$ cat src/rtl/led_matrix_pkg.sv
// rtl/led_matrix_pkg.sv - shared types and helpers for the LED matrix scan driver
package led_matrix_pkg;

    // Scan FSM: all-off blanking gap, then the lit dwell window of one row
    typedef enum logic {
        ST_BLANK = 1'b0,
        ST_ON    = 1'b1
    } scan_state_t;

    // Widest pin group the polarity helper handles
    localparam int POL_MAX = 64;

    // Row index width; never below one bit so the index is always a real vector
    function automatic int row_idx_width(input int rows);
        return (rows > 1) ? $clog2(rows) : 1;
    endfunction

    // Turns "1 = active" bits into pin levels
    function automatic logic [POL_MAX-1:0] apply_polarity(input logic [POL_MAX-1:0] active_bits,
                                                          input logic             active_low);
        return active_low ? ~active_bits : active_bits;
    endfunction

endpackage

$ cat src/rtl/led_matrix_scanner_if.sv
// rtl/led_matrix_scanner_if.sv - application-side write/swap/brightness port of the scanner
interface led_matrix_scanner_if #(
    parameter int ROWS     = 4,
    parameter int COLS     = 8,
    parameter int PWM_BITS = 4
);
    import led_matrix_pkg::*;

    localparam int RW = row_idx_width(ROWS);

    logic                wr_en;
    logic [RW-1:0]       wr_row;
    logic [COLS-1:0]     wr_data;
    logic                swap_req;
    logic                swap_done;
    logic [PWM_BITS-1:0] brightness;

    modport master (
        output wr_en, wr_row, wr_data, swap_req, brightness,
        input  swap_done
    );

    modport slave (
        input  wr_en, wr_row, wr_data, swap_req, brightness,
        output swap_done
    );

endinterface

$ cat src/rtl/led_frame_buffer.sv
// rtl/led_frame_buffer.sv - two-bank ROWS x COLS frame store with back-bank writes and bank flip
module led_frame_buffer #(
    parameter int ROWS = 4,
    parameter int COLS = 8,
    parameter int RW   = 2
) (
    input  logic            clk12MHz,
    input  logic            reset,
    input  logic            wr_en,
    input  logic [RW-1:0]   wr_row,
    input  logic [COLS-1:0] wr_data,
    input  logic            flip,
    input  logic [RW-1:0]   rd_row,
    output logic [COLS-1:0] rd_data
);

    logic [COLS-1:0] mem [2][ROWS];
    logic            front;
    logic            row_ok;

    // Out-of-range rows only exist when ROWS is not a power of two
    generate
        if ((1 << RW) == ROWS) begin : g_full_range
            assign row_ok = 1'b1;
        end else begin : g_partial_range
            assign row_ok = (wr_row < RW'(ROWS));
        end
    endgenerate

    // Writes always land in the bank not on display; a write coinciding
    // with a flip hits the old back bank and so is shown straight away
    always_ff @(posedge clk12MHz) begin
        if (reset) begin
            front <= 1'b0;
            for (int b = 0; b < 2; b++) begin
                for (int r = 0; r < ROWS; r++) begin
                    mem[b][r] <= '0;
                end
            end
        end else begin
            if (wr_en && row_ok) begin
                mem[~front][wr_row] <= wr_data;
            end
            if (flip) begin
                front <= ~front;
            end
        end
    end

    assign rd_data = mem[front][rd_row];

endmodule

$ cat src/rtl/led_matrix_scanner.sv
// rtl/led_matrix_scanner.sv - blanked, PWM-dimmed, double-buffered LED matrix row scanner
module led_matrix_scanner
    import led_matrix_pkg::*;
#(
    parameter int ROWS           = 4,
    parameter int COLS           = 8,
    parameter int DWELL_BITS     = 10,
    parameter int PWM_BITS       = 4,
    parameter int BLANK_CYCLES   = 16,
    parameter int ROW_ACTIVE_LOW = 1,
    parameter int COL_ACTIVE_LOW = 1
) (
    input  logic                 clk12MHz,
    input  logic                 reset,
    led_matrix_scanner_if.slave  bus,
    output logic                 frame_start,
    output logic [ROWS-1:0]      row_sel,
    output logic [COLS-1:0]      col_drive
);

    localparam int RW  = row_idx_width(ROWS);
    localparam int BCW = (BLANK_CYCLES > 1) ? $clog2(BLANK_CYCLES) : 1;

    localparam logic [BCW-1:0] BLANK_LAST = BCW'(BLANK_CYCLES - 1);
    localparam logic [RW-1:0]  ROW_LAST   = RW'(ROWS - 1);
    localparam logic           ROW_LOW    = (ROW_ACTIVE_LOW != 0);
    localparam logic           COL_LOW    = (COL_ACTIVE_LOW != 0);
    localparam logic [ROWS-1:0] ROW_IDLE  = ROWS'(apply_polarity('0, ROW_LOW));
    localparam logic [COLS-1:0] COL_IDLE  = COLS'(apply_polarity('0, COL_LOW));

    scan_state_t           state, state_d;
    logic [RW-1:0]         cur_row, row_d;
    logic [BCW-1:0]        blank_cnt, blank_d;
    logic [DWELL_BITS-1:0] dwell_cnt, dwell_d;
    logic [PWM_BITS-1:0]   bright_q, bright_d;
    logic                  swap_pend, swap_pend_d;
    logic                  flip;

    logic [COLS-1:0]       front_row;
    logic [PWM_BITS-1:0]   pwm_phase;
    logic [ROWS-1:0]       row_on;
    logic [COLS-1:0]       col_on;
    logic                  first_blank;

    led_frame_buffer #(
        .ROWS (ROWS),
        .COLS (COLS),
        .RW   (RW)
    ) u_frame_buffer (
        .clk12MHz (clk12MHz),
        .reset    (reset),
        .wr_en    (bus.wr_en),
        .wr_row   (bus.wr_row),
        .wr_data  (bus.wr_data),
        .flip     (flip),
        .rd_row   (cur_row),
        .rd_data  (front_row)
    );

    // Scan state register
    always_ff @(posedge clk12MHz) begin
        if (reset) begin
            state     <= ST_BLANK;
            cur_row   <= '0;
            blank_cnt <= '0;
            dwell_cnt <= '0;
            bright_q  <= '0;
            swap_pend <= 1'b0;
        end else begin
            state     <= state_d;
            cur_row   <= row_d;
            blank_cnt <= blank_d;
            dwell_cnt <= dwell_d;
            bright_q  <= bright_d;
            swap_pend <= swap_pend_d;
        end
    end

    // Next-state: blank gap, dwell window, row advance and frame-boundary flip
    always_comb begin
        state_d     = state;
        row_d       = cur_row;
        blank_d     = blank_cnt;
        dwell_d     = dwell_cnt;
        bright_d    = bright_q;
        flip        = 1'b0;
        swap_pend_d = swap_pend | bus.swap_req;
        case (state)
            ST_BLANK: begin
                if (blank_cnt == BLANK_LAST) begin
                    state_d  = ST_ON;
                    blank_d  = '0;
                    dwell_d  = '0;
                    bright_d = bus.brightness;
                end else begin
                    blank_d = blank_cnt + 1'b1;
                end
            end
            ST_ON: begin
                dwell_d = dwell_cnt + 1'b1;
                if (dwell_cnt == '1) begin
                    state_d = ST_BLANK;
                    if (cur_row == ROW_LAST) begin
                        row_d = '0;
                        if (swap_pend_d) begin
                            flip        = 1'b1;
                            swap_pend_d = 1'b0;
                        end
                    end else begin
                        row_d = cur_row + 1'b1;
                    end
                end
            end
            default: state_d = ST_BLANK;
        endcase
    end

    assign pwm_phase   = dwell_cnt[DWELL_BITS-1 -: PWM_BITS];
    assign first_blank = (state == ST_BLANK) && (cur_row == '0) && (blank_cnt == '0);

    // Active-high pin picture of the current cycle, before polarity
    always_comb begin
        row_on = '0;
        col_on = '0;
        if (state == ST_ON) begin
            row_on[cur_row] = 1'b1;
            if (pwm_phase < bright_q) begin
                col_on = front_row;
            end
        end
    end

    // Output registers: pins trail the scan state by one clock
    always_ff @(posedge clk12MHz) begin
        if (reset) begin
            row_sel       <= ROW_IDLE;
            col_drive     <= COL_IDLE;
            frame_start   <= 1'b0;
            bus.swap_done <= 1'b0;
        end else begin
            row_sel       <= ROWS'(apply_polarity(POL_MAX'(row_on), ROW_LOW));
            col_drive     <= COLS'(apply_polarity(POL_MAX'(col_on), COL_LOW));
            frame_start   <= first_blank;
            bus.swap_done <= flip;
        end
    end

endmodule

$ cat src/flat_wrapper.sv
// flat-port wrapper written by rule: the top's interface ports become plain ports
module led_matrix_scanner_flat import led_matrix_pkg::*;
#(
    parameter int ROWS           = 4,
    parameter int COLS           = 8,
    parameter int DWELL_BITS     = 10,
    parameter int PWM_BITS       = 4,
    parameter int BLANK_CYCLES   = 16,
    parameter int ROW_ACTIVE_LOW = 1,
    parameter int COL_ACTIVE_LOW = 1
)
  (clk12MHz, reset, frame_start, row_sel, col_drive, bus_wr_en, bus_wr_row, bus_wr_data, bus_swap_req, bus_brightness, bus_swap_done);
  led_matrix_scanner_if #(.ROWS(ROWS), .COLS(COLS), .PWM_BITS(PWM_BITS)) bus_i ();
  input  logic clk12MHz;
  input  logic reset;
  output logic frame_start;
  output logic [ROWS-1:0] row_sel;
  output logic [COLS-1:0] col_drive;
  input wire logic [$bits(bus_i.wr_en)-1:0] bus_wr_en;
  input wire logic [$bits(bus_i.wr_row)-1:0] bus_wr_row;
  input wire logic [$bits(bus_i.wr_data)-1:0] bus_wr_data;
  input wire logic [$bits(bus_i.swap_req)-1:0] bus_swap_req;
  input wire logic [$bits(bus_i.brightness)-1:0] bus_brightness;
  output wire logic [$bits(bus_i.swap_done)-1:0] bus_swap_done;
  assign bus_i.wr_en = bus_wr_en;
  assign bus_i.wr_row = bus_wr_row;
  assign bus_i.wr_data = bus_wr_data;
  assign bus_i.swap_req = bus_swap_req;
  assign bus_i.brightness = bus_brightness;
  assign bus_swap_done = bus_i.swap_done;
  led_matrix_scanner #(.ROWS(ROWS), .COLS(COLS), .DWELL_BITS(DWELL_BITS), .PWM_BITS(PWM_BITS), .BLANK_CYCLES(BLANK_CYCLES), .ROW_ACTIVE_LOW(ROW_ACTIVE_LOW), .COL_ACTIVE_LOW(COL_ACTIVE_LOW)) u_core (.clk12MHz(clk12MHz), .reset(reset), .bus(bus_i), .frame_start(frame_start), .row_sel(row_sel), .col_drive(col_drive));
endmodule
$ cat config.mk
export PLATFORM = sky130hd
export DESIGN_NAME = led_matrix_scanner_flat
export DESIGN_NICKNAME = d
export VERILOG_FILES = /design/src/rtl/led_matrix_pkg.sv /design/src/rtl/led_matrix_scanner_if.sv /design/src/rtl/led_frame_buffer.sv /design/src/rtl/led_matrix_scanner.sv /design/src/flat_wrapper.sv
export SDC_FILE = /design/constraint.sdc
export NUM_CORES = 1
export LEC_CHECK = 0
export BUFFER_PORTS_ARGS = -buffer_cell sky130_fd_sc_hd__buf_2
export CORE_ASPECT_RATIO = 1.25
export CORE_UTILIZATION = 36
export DETAILED_ROUTE_END_ITERATION = 10
export GPL_TIMING_DRIVEN = 1
export PLACE_DENSITY = 0.5
export SKIP_LAST_GASP = 1
export SYNTH_ARGS = -nofsm -noshare
export SYNTH_HDL_FRONTEND = slang
export SYNTH_SLANG_ARGS = --single-unit
$ cat constraint.sdc
create_clock -name clk12MHz -period 1.9 [get_ports clk12MHz]
set_input_delay 0.19 -clock clk12MHz [delete_from_list [all_inputs] [get_ports clk12MHz]]
set_output_delay 0.19 -clock clk12MHz [all_outputs]
set_load 0.005 [all_outputs]
==> summary.txt, run 1 <==
Synth
  • Sequential fraction of the synthesis area: 0.608
  • Post-synth top area cell: edfxtp_1
  • Post-synth EDFFs: 64
  • Primary FF master, synth: edfxtp_1
  • Mapped Cells: 333
  • Synthesized area: 4410 um^2
  • Synthesized flop and latch total: 102
  • Fraction of registers with async set or reset after synthesis: 0
  • Avg Cell Area, Syn: 13.2 um^2
  • Yosys cell types: 48
  • Syn nets: 361
  • Area share of the largest cell type after synthesis: 0.436
  • Synth top area cells: edfxtp_1, dfxtp_1, mux4_2
  • Yosys warning count: 0

Layout
  • Layout cell share with drive strength beyond 1: 0.256
  • Ant diodes: 0
  • Area grow syn2layout: 15.8%
  • Final Util: 0.433
  • Final Net Count: 406

Setup path
  • Crit start category: flip-flop
  • Crit Path Category: flip-flop to flip-flop
  • Crit-path max FO: 10
  • WP data required: 2.12 ns
  • Crit path arrival time: 1.81 ns
  • Crit. End Element: flip-flop

Placement
  • DPL Wire Length: 6.50 mm
  • Final Wtd Congestion: 0.730
  • I/O Buffers: 31
  • Placement-stage worst setup slack: 0.305 ns

Floorplan
  • Core area: 11800 um^2
  • Initial Utilization: 0.374
  • Die H: 126 um
  • DIE AREA: 12700 um^2
  • Die W: 101 um
  • Io pins: 32
  • Number of placement rows: 44

Timing
  • Worst Setup Slack, final: 0.304 ns
  • Fin. max-slew vios: 0
  • Total negative slack: 0 ns
  • Fin crit period: 1.60 ns
  • Final hold vios: 0
  • RSZ-0062 raised after global routing: no
  • F_max: 626 MHz
  • Final period utilization: 0.840
  • Number of setup violations in the final report: 0
  • Rel. slew slack: 0.660
  • Least-Margin Pin Slew: 0.507 ns
  • Clk_skew: 0.00882 ns

Routing
  • Via Count: 2553
  • DR pass1 iterations: 4
  • Via/cell ratio: 4.69
  • Final wirelength: 8.80 mm
  • ANT nets after route: 0
  • Average wire per standard cell: 16.2 um
  • DRT iter0 DRCs: 61
  • Drt drc: 0

Global routing
  • Largest net degree at the start of global routing: 27
  • GRT Util Overall: 0.157
  • Routing usage on met3: 0.0327
  • Met1 usage: 0.177
  • Vias in the first global route: 2702
  • Initial antenna violation count: 0
  • GR peak layer: met2
  • Met2 Track Usage GR: 0.283
  • Grt ovf: 0
  • Global-route wire length before repair: 14.5 mm

Clock network
  • CTS tree: yes
  • Max Buffers Root-to-Sink: 2
  • Clock root cell: clkbuf_16
  • Post-CTS Setup Repair Bufs: 0
  • Post-CTS Hold Fix Bufs: 0
  • Total CTS buffers: 9
  • H-Tree Depth: 3
  • CTS Sinks: 102
  • Worst-Skew Late Latency: 0.35 ns
  • Clock transition at path regs: 0.07 ns
  • CTS resizes: 0

Power and ir drop
  • IR drop worst, VDD: 0.370 mV
  • Leak pwr: 0.00186 uW
  • Cell Pwr Density: 871 nW/um^2

Status
  • Outcome: complete, no violations

Min path
  • HP Class: input port to flip-flop

Flow run
  • Max cap viols: 0
## layer usage
| metal | part of all wire | up-vias | wire length [um] |
|---|---|---|---|
| li1 | - | 1293 | - |
| met3 | 0.026 | 11 | 231 |
| met5 | 0 | - | 0 |
| met1 | 0.41 | 1213 | 3630 |
| met2 | 0.54 | 36 | 4770 |
| met4 | 0.019 | 0 | 163 |
## final timing paths
check                           cells past startpoint  slack (ns)                              from                               end
worst max-delay path                                5        0.30  u_core.blank_cnt[1]$_SDFFE_PP0N_  u_core.dwell_cnt[8]$_SDFFE_PP0P_
worst min register to register                      2        0.52   u_core.bright_q[3]$_SDFFE_PP0P_   u_core.bright_q[3]$_SDFFE_PP0P_
worst min-delay path                                3        0.08                 bus_brightness[0]   u_core.bright_q[0]$_SDFFE_PP0P_
worst max register to register                      5        0.30  u_core.blank_cnt[1]$_SDFFE_PP0N_  u_core.dwell_cnt[8]$_SDFFE_PP0P_
## worst max-delay path, cell delays in order, from the launching register on
cell and delay, ns:
dfxtp_1 0.38, ha_1 0.23, nand4b_2 0.33, nor2b_1 0.28
o311ai_0 0.12, o31ai_1 0.13
## cells in the mapped netlist, types with 3 or more instances
cell and instances:
nor3_1 6, nor3_2 4, nor2_1 15, a31o_2 3, and2_1 49, mux4_2 16, nor2b_1 5, ha_1 10
buf_2 4, inv_1 9, or2_2 5, xnor2_1 3, edfxtp_1 64, nand2_1 42, mux2i_1 8, o21ai_0 4
clkbuf_1 3, nand3_1 5, dfxtp_1 38
## cell usage in the layout, fill, tap and decap left out, types with 2 or more instances in the layout
cell,n
dfxtp_1,38
inv_8,2
a21oi_1,2
nand3_1,5
buf_4,12
o211ai_1,2
o311ai_0,2
clkbuf_16,9
mux2i_1,8
buf_2,31
a22oi_1,2
nor3_2,4
xnor2_1,3
nand2b_1,2
o21ai_0,4
nor2_1,15
nor2b_1,5
a211oi_1,2
inv_2,2
nand2_1,42
nor3_1,6
or3_1,2
inv_1,9
nand4_1,2
edfxtp_1,64
ha_1,10
and2_1,49
mux4_2,16
o31ai_1,2
a31o_2,3
inv_6,3
or2_2,5
## stage by stage
stage / total power [uW] / cells / hold WS [ns] / instance area, um^2
after global placement: 2720 / 528 / 0.432 / 4820
after floorplan: 2630 / 333 / 0.334 / 4410
final: 4450 / 544 / 0.0759 / 5100
after CTS: 4500 / 544 / 0.0703 / 5100
after detailed placement: 2720 / 528 / 0.447 / 4820
after global routing: 4630 / 544 / 0.0844 / 5100
## cell families (layout without fill, tap and decap cells)
| group | after synthesis | in the layout | share of synthesized area |
|---|---|---|---|
| mux | 25 | 25 | 0.102 |
| xor+xnor | 3 | 3 | 0.00596 |
| fa+ha+maj | 10 | 10 | 0.0284 |
| buf+inv | 22 | 72 | 0.0233 |
| compound gates | 23 | 23 | 0.0377 |
| flops | 102 | 102 | 0.608 |
| simple gates | 148 | 148 | 0.194 |
## state kept, by name, indices dropped and copies added (netlist names), named ones only
signal	count
u_core.bright_q	4
u_core.col_drive	8
u_core.u_frame_buffer.mem	64
u_core.frame_start	1
u_core.row_sel	4
u_core.cur_row	2
u_core.u_frame_buffer.front	1
u_core.bus.swap_done	1
u_core.blank_cnt	4
u_core.swap_pend	1
u_core.dwell_cnt	10
u_core.state	1
## report_power, final
part / internal (uW) / switching (uW)
combinational: 74.1 / 105
sequential: 2450 / 34.4
clock: 919 / 861
## final cells by class
class                           instances  area (um^2)
Multi-Input combinational cell        209         1620
Tap cell                              161          201
Timing Repair Buffer                   44          265
Clock buffer                            9          225
Fill cell                            1142         6680
Clock inverter                          7         61.3
Inverter                               12         45.0
Sequential cell                       102         2680
Power figures use the tool's default switching activity.
==> run 2: changes to the inputs <==
--- a/config.mk
+++ b/config.mk
@@ -10,7 +10,7 @@
 export CORE_UTILIZATION = 36
 export DETAILED_ROUTE_END_ITERATION = 10
 export GPL_TIMING_DRIVEN = 1
-export PLACE_DENSITY = 0.5
+export PLACE_DENSITY = 0.52
 export SKIP_LAST_GASP = 1
 export SYNTH_ARGS = -nofsm -noshare
 export SYNTH_HDL_FRONTEND = slang
==> constraint.sdc (replaced) <==
create_clock -name clk12MHz -period 1.3 [get_ports clk12MHz]
set_input_delay 0.13 -clock clk12MHz [delete_from_list [all_inputs] [get_ports clk12MHz]]
set_output_delay 0.13 -clock clk12MHz [all_outputs]
set_load 0.005 [all_outputs]
==> summary.txt, run 2 (same netlist as run 1, synthesis figures left out) <==
Global routing
  • Vias in the first global route: 2811 (was 2702)
  • Grt ovf: 0 (unchanged)
  • Largest net degree at the start of global routing: 20 (was 27)
  • GRT Util Overall: 0.158 (was 0.157)
  • Global-route wire length before repair: 14.8 mm (was 14.5 mm)
  • Initial antenna violation count: 0 (unchanged)

Layout
  • Max reg flops: 64 (unchanged)
  • Most common cell after layout, fill and taps aside: edfxtp_1 (unchanged)
  • Fin area: 5640 um^2 (was 5100 um^2)
  • Ant diodes: 0 (unchanged)
  • Commonest cells after routing, fill and taps aside: edfxtp_1, and2_1, buf_4 (was edfxtp_1, and2_1, nand2_1)
  • Largest registers: u_core.u_frame_buffer.mem (64), u_core.dwell_cnt (10), u_core.col_drive (8) (unchanged)
  • Final Net Count: 443 (was 406)
  • Area grow syn2layout: 27.9% (was 15.8%)
  • Register with the most flip-flops: u_core.u_frame_buffer.mem (unchanged)
  • Layout cell share with drive strength beyond 1: 0.388 (was 0.256)

Routing
  • DRT iter0 DRCs: 58 (was 61)
  • DR pass1 iterations: 5 (was 4)
  • Average wire per standard cell: 15.7 um (was 16.2 um)
  • Via/cell ratio: 4.76 (was 4.69)
  • Final wirelength: 9.14 mm (was 8.80 mm)
  • Drt drc: 0 (unchanged)
  • Via Count: 2764 (was 2553)
  • ANT nets after route: 0 (unchanged)

Flow run
  • Max cap viols: 0 (unchanged)

Timing
  • Least-Margin Pin Slew: 0.319 ns (was 0.507 ns)
  • Fin crit period: 1.32 ns (was 1.60 ns)
  • Clk_skew: 0.00753 ns (was 0.00882 ns)
  • RSZ-0062 raised after global routing: yes (was no)
  • Rel. slew slack: 0.786 (was 0.660)
  • Worst Setup Slack, final: -0.0154 ns (was 0.304 ns)
  • F_max: 760 MHz (was 626 MHz)
  • Final period utilization: 1.01 (was 0.840)
  • Final hold vios: 0 (unchanged)
  • Fin. max-slew vios: 0 (unchanged)
  • Number of setup violations in the final report: 5 (was 0)

Setup path
  • Flop2flop setup slack: -0.02 ns (was 0.30 ns)
  • WP data required: 1.58 ns (was 2.12 ns)
  • Crit Path Category: flip-flop to flip-flop (unchanged)
  • Crit-path max FO: 5 (was 10)
  • Crit path arrival time: 1.60 ns (was 1.81 ns)
  • Crit path largest cell delay: 0.36 ns (was 0.38 ns)
  • Worst r2r src: u_core.dwell_cnt[1]$_SDFFE_PP0P_ (was u_core.blank_cnt[1]$_SDFFE_PP0N_)
  • Crit start category: flip-flop (unchanged)
  • Slowest CP cell: dfxtp_2 (was dfxtp_1)
  • Reg-to-reg endpoint: u_core.dwell_cnt[6]$_SDFFE_PP0P_ (was u_core.dwell_cnt[8]$_SDFFE_PP0P_)
  • Critical-path cell list: ha_4 -> nand2_4 -> buf_4 -> nor3_2 -> mux2_4 -> nor2_1 (was ha_1 -> nand4b_2 -> nor2b_1 -> o311ai_0 -> o31ai_1)
  • Crit. End Element: flip-flop (unchanged)
  • Reg2reg path depth: 6 (was 5)

Floorplan
  • Core area: 11800 um^2 (unchanged)
  • Io pins: 32 (unchanged)
  • DIE AREA: 12700 um^2 (unchanged)
  • Initial Utilization: 0.374 (unchanged)
  • Die W: 101 um (unchanged)
  • Die H: 126 um (unchanged)
  • Number of placement rows: 44 (unchanged)

Status
  • Failing checks: setup timing
  • Outcome: complete, but fails checks (was complete, no violations)

Clock network
  • H-Tree Depth: 3 (unchanged)
  • Worst-Skew Late Latency: 0.35 ns (about the same)
  • Total CTS buffers: 9 (unchanged)
  • Clock transition at path regs: 0.07 ns (about the same)
  • CTS tree: yes (unchanged)
  • Clock root cell: clkbuf_16 (unchanged)
  • CTS Sinks: 102 (unchanged)
  • Max Buffers Root-to-Sink: 2 (unchanged)

Placement
  • I/O Buffers: 31 (unchanged)
  • DPL Wire Length: 6.83 mm (was 6.50 mm)
  • Post-DP Area: 5140 um^2 (was 4820 um^2)
  • Final Wtd Congestion: 0.694 (was 0.730)

Power and ir drop
  • Cell Pwr Density: 1160 nW/um^2 (was 871 nW/um^2)
  • IR drop worst, VDD: 0.589 mV (was 0.370 mV)
  • Pwr Total: 6560 uW (was 4450 uW)
  • Leak pwr: 0.00216 uW (was 0.00186 uW)

Min path
  • Hold Crit Start: bus_brightness[1] (was bus_brightness[0])
  • Worst Hold Path EP: u_core.bright_q[1]$_SDFFE_PP0P_ (was u_core.bright_q[0]$_SDFFE_PP0P_)
  • Hold Path Cell Cnt: 3 (unchanged)
  • HP Class: input port to flip-flop (unchanged)
run 2: cell types whose count changed in the layout (fill, tap and decap cells not counted), moves of 4 or more:
cell and change:
or2_2 -5, nand2_1 -4, or2_4 +5, buf_4 +33, dfxtp_2 +9, ha_1 -4, dfxtp_4 +4, nor3_4 +4
dfxtp_1 -13
run 2: how the worst max path moves through the flow:
stage | start | endpoint | slack [ns] | depth (start not counted)
floorplan | u_core.dwell_cnt[1]$_SDFFE_PP0P_ | u_core.cur_row[1]$_SDFFE_PP0P_ | -0.04 | 5
global placement | u_core.dwell_cnt[1]$_SDFFE_PP0P_ | flip-flop | -0.30 | 6
detailed placement | u_core.dwell_cnt[1]$_SDFFE_PP0P_ | flip-flop | -0.21 | 6
CTS | u_core.dwell_cnt[1]$_SDFFE_PP0P_ | u_core.cur_row[0]$_SDFFE_PP0P_ | -0.03 | 6
global route | u_core.dwell_cnt[1]$_SDFFE_PP0P_ | u_core.cur_row[0]$_SDFFE_PP0P_ | -0.11 | 6
finish | u_core.dwell_cnt[1]$_SDFFE_PP0P_ | u_core.dwell_cnt[6]$_SDFFE_PP0P_ | -0.02 | 6
run 2: final cells by class:
| type | count | area, um^2 |
|---|---|---|
| sequential | 102 | 2710 |
| fill | 1108 | 6140 |
| timing repair buffer | 81 | 601 |
| clock inverter | 7 | 62.6 |
| clock buffer | 9 | 225 |
| inverter | 12 | 45.0 |
| tap | 161 | 201 |
| multi-input combinational | 209 | 1800 |
run 2: critical path, delay by kind of cell (launching register included):
| kind | cells | cell delay [ns] |
|---|---|---|
| AND/OR/NAND/NOR | 3 | 0.27 |
| multiplexers | 1 | 0.31 |
| adder cells (fa/ha/maj) | 1 | 0.15 |
| buffers and inverters | 1 | 0.16 |
| flip-flops | 1 | 0.36 |
run 2: report_power, final:
part	switching [uW]	internal (uW)	total (uW)
clock	1280	1350	2630
sequential	43.9	3580	3620
combinational	174	137	311
total	1500	5060	6560
run 2: what timing repair did:
action	CTS	global route
setup endpoints to repair	31	53
buffers inserted	4	3
pin swaps	16	11
resized for setup	26	15
hold buffers	0	0
gates cloned	1	0
run 2: metrics by stage:
stage | instances | setup TNS (ns) | utilization | worst slack, ns | hold WS, ns
after floorplan | 333 | -0.0927 | - | -0.0412 | 0.274
after global placement | 557 | -1.40 | 0.436 | -0.295 | 0.364
after detailed placement | 557 | -1.29 | 0.436 | -0.212 | 0.370
after CTS | 578 | -0.131 | 0.472 | -0.0333 | 0.00473
after global routing | 581 | -1.48 | 0.479 | -0.107 | 0.0251
final | 581 | -0.0461 | 0.479 | -0.0154 | 0.0155
run 2: per-layer routing:
metal  share of wire  GRT usage  up-vias  routed length (um)
li1                -          -     1370                   -
met1            0.41      0.181     1335                3770
met2            0.54      0.283       46                4940
met3           0.028     0.0322       13                 256
met4           0.019     0.0639        0                 170
met5               0          0        -                   0
==> run 3: changes to the inputs <==
--- a/config.mk
+++ b/config.mk
@@ -10,7 +10,7 @@
 export CORE_UTILIZATION = 36
 export DETAILED_ROUTE_END_ITERATION = 10
 export GPL_TIMING_DRIVEN = 1
-export PLACE_DENSITY = 0.52
+export PLACE_DENSITY = 0.5
 export SKIP_LAST_GASP = 1
 export SYNTH_ARGS = -nofsm -noshare
 export SYNTH_HDL_FRONTEND = slang
==> summary.txt, run 3 (same netlist as run 1, synthesis figures left out) <==
Status
  • Outcome: complete, but fails checks (unchanged)
  • Failing checks: setup timing (unchanged)

Routing
  • Via/cell ratio: 4.67 (was 4.76)
  • Average wire per standard cell: 15.7 um (about the same)
  • ANT nets after route: 0 (unchanged)
  • DRT iter0 DRCs: 33 (was 58)
  • DR pass1 iterations: 4 (was 5)
  • Drt drc: 0 (unchanged)
  • Via Count: 2697 (was 2764)
  • Final wirelength: 9.05 mm (was 9.14 mm)

Clock network
  • Clock root cell: clkbuf_16 (unchanged)
  • Worst-Skew Late Latency: 0.35 ns (about the same)
  • CTS tree: yes (unchanged)
  • CTS Sinks: 102 (unchanged)
  • Clock transition at path regs: 0.07 ns (about the same)
  • Total CTS buffers: 9 (unchanged)
  • Max Buffers Root-to-Sink: 2 (unchanged)
  • H-Tree Depth: 3 (unchanged)

Global routing
  • Global-route wire length before repair: 14.9 mm (was 14.8 mm)
  • Vias in the first global route: 2826 (was 2811)
  • Grt ovf: 0 (unchanged)
  • Largest net degree at the start of global routing: 22 (was 20)
  • Initial antenna violation count: 0 (unchanged)
  • GRT Util Overall: 0.157 (was 0.158)

Layout
  • Ant diodes: 0 (unchanged)
  • Most common cell after layout, fill and taps aside: edfxtp_1 (unchanged)
  • Commonest cells after routing, fill and taps aside: edfxtp_1, and2_1, buf_4 (unchanged)
  • Final Net Count: 440 (was 443)
  • Final Util: 0.478 (was 0.479)
  • Area grow syn2layout: 27.6% (was 27.9%)
  • Layout cell share with drive strength beyond 1: 0.381 (was 0.388)
  • Register with the most flip-flops: u_core.u_frame_buffer.mem (unchanged)
  • Max reg flops: 64 (unchanged)
  • Largest registers: u_core.u_frame_buffer.mem (64), u_core.dwell_cnt (10), u_core.col_drive (8) (unchanged)

Timing
  • Total negative slack: -0.153 ns (was -0.0461 ns)
  • Fin crit period: 1.33 ns (was 1.32 ns)
  • Worst Setup Slack, final: -0.0296 ns (was -0.0154 ns)
  • Final hold vios: 0 (unchanged)
  • Number of setup violations in the final report: 14 (was 5)
  • Clk_skew: 0.0107 ns (was 0.00753 ns)
  • Fin. max-slew vios: 0 (unchanged)
  • Rel. slew slack: 0.781 (was 0.786)
  • Final period utilization: 1.02 (was 1.01)
  • RSZ-0062 raised after global routing: yes (unchanged)
  • F_max: 752 MHz (was 760 MHz)
  • Least-Margin Pin Slew: 0.324 ns (was 0.319 ns)

Setup path
  • Crit path arrival time: 1.58 ns (was 1.60 ns)
  • Crit Path Category: flip-flop to flip-flop (unchanged)
  • Crit. End Element: flip-flop (unchanged)
  • Crit start category: flip-flop (unchanged)
  • Crit-path max FO: 4 (was 5)
  • WP data required: 1.55 ns (was 1.58 ns)
  • Reg2reg path depth: 6 (unchanged)

Placement
  • Final Wtd Congestion: 0.731 (was 0.694)
  • I/O Buffers: 31 (unchanged)
  • DPL Wire Length: 6.59 mm (was 6.83 mm)

Min path
  • HP Class: input port to flip-flop (unchanged)
  • Hold Path Cell Cnt: 3 (unchanged)

Floorplan
  • Number of placement rows: 44 (unchanged)
  • Io pins: 32 (unchanged)
  • Die H: 126 um (unchanged)
  • Initial Utilization: 0.374 (unchanged)
  • DIE AREA: 12700 um^2 (unchanged)
  • Core area: 11800 um^2 (unchanged)
  • Die W: 101 um (unchanged)

Flow run
  • Max cap viols: 0 (unchanged)

Power and ir drop
  • Leak pwr: 0.00215 uW (was 0.00216 uW)
  • IR drop worst, VDD: 0.603 mV (was 0.589 mV)
  • Cell Pwr Density: 1180 nW/um^2 (was 1160 nW/um^2)
==> run 3: cell count changes in the layout (fill, tap and decap cells not counted), sizes merged <==
cell	delta
dlygate4sd3	+1
clkinv	+1
nand3	+1
inv	-1
buf	-5
==> run 3: stage by stage <==
stage	hold slack, ns	instances	worst slack, ns	area, um^2	total power, uW
2_1_floorplan	0.274	333	-0.0412	4500	3860
3_3_place_gp	0.366	556	-0.134	5120	3980
3_5_place_dp	0.374	556	-0.155	5120	4000
4_1_cts	0.0116	576	-0.0337	5540	6720
5_1_grt	0.0372	578	-0.113	5630	6890
6_report	0.0250	578	-0.0296	5630	6640
==> run 3: final cells by class <==
class / count / area (um^2)
Clock buffer: 9 / 225
Clock inverter: 7 / 83.8
Fill cell: 1132 / 6150
Inverter: 12 / 45.0
Multi-Input combinational cell: 210 / 1790
Sequential cell: 102 / 2710
Tap cell: 161 / 201
Timing Repair Buffer: 77 / 564
==> run 3: worst paths after layout <==
path / startpoint / end / slack, ns
min reg2reg: u_core.bright_q[0]$_SDFFE_PP0P_ / u_core.bright_q[0]$_SDFFE_PP0P_ / 0.51
max reg2reg: u_core.dwell_cnt[1]$_SDFFE_PP0P_ / u_core.cur_row[0]$_SDFFE_PP0P_ / -0.03
max: u_core.dwell_cnt[1]$_SDFFE_PP0P_ / u_core.cur_row[0]$_SDFFE_PP0P_ / -0.03
min: bus_brightness[2] / u_core.bright_q[2]$_SDFFE_PP0P_ / 0.03
==> run 3: where the power goes <==
| part | total, uW | switching, uW | internal [uW] |
|---|---|---|---|
| Clock | 2720 | 1340 | 1380 |
| Combinational | 300 | 167 | 133 |
| Sequential | 3610 | 42.9 | 3570 |
==> run 3: what timing repair did <==
action	in CTS	in global routing
endpoints found under the setup margin	27	47
pin swaps	20	8
hold buffers	1	0
setup buffers	2	1
resized for setup	21	20
hold endpoints to repair	1	0
cloned	1	1
==> run 3: worst max-delay path, stage by stage, from the launching register on <==
cell and delay, ns:
dfxtp_4 0.37, ha_4 0.14, nand2_4 0.06, nor4_4 0.37, buf_4 0.18, nand2_1 0.04
o31ai_1 0.06
==> run 3: per-layer routing <==
metal | global-route usage | wire length, um | vias up
li1 | - | - | 1366
met1 | 0.186 | 3790 | 1286
met2 | 0.278 | 4910 | 35
met3 | 0.0239 | 180 | 10
met4 | 0.0733 | 167 | 0
met5 | 0 | 0 | -
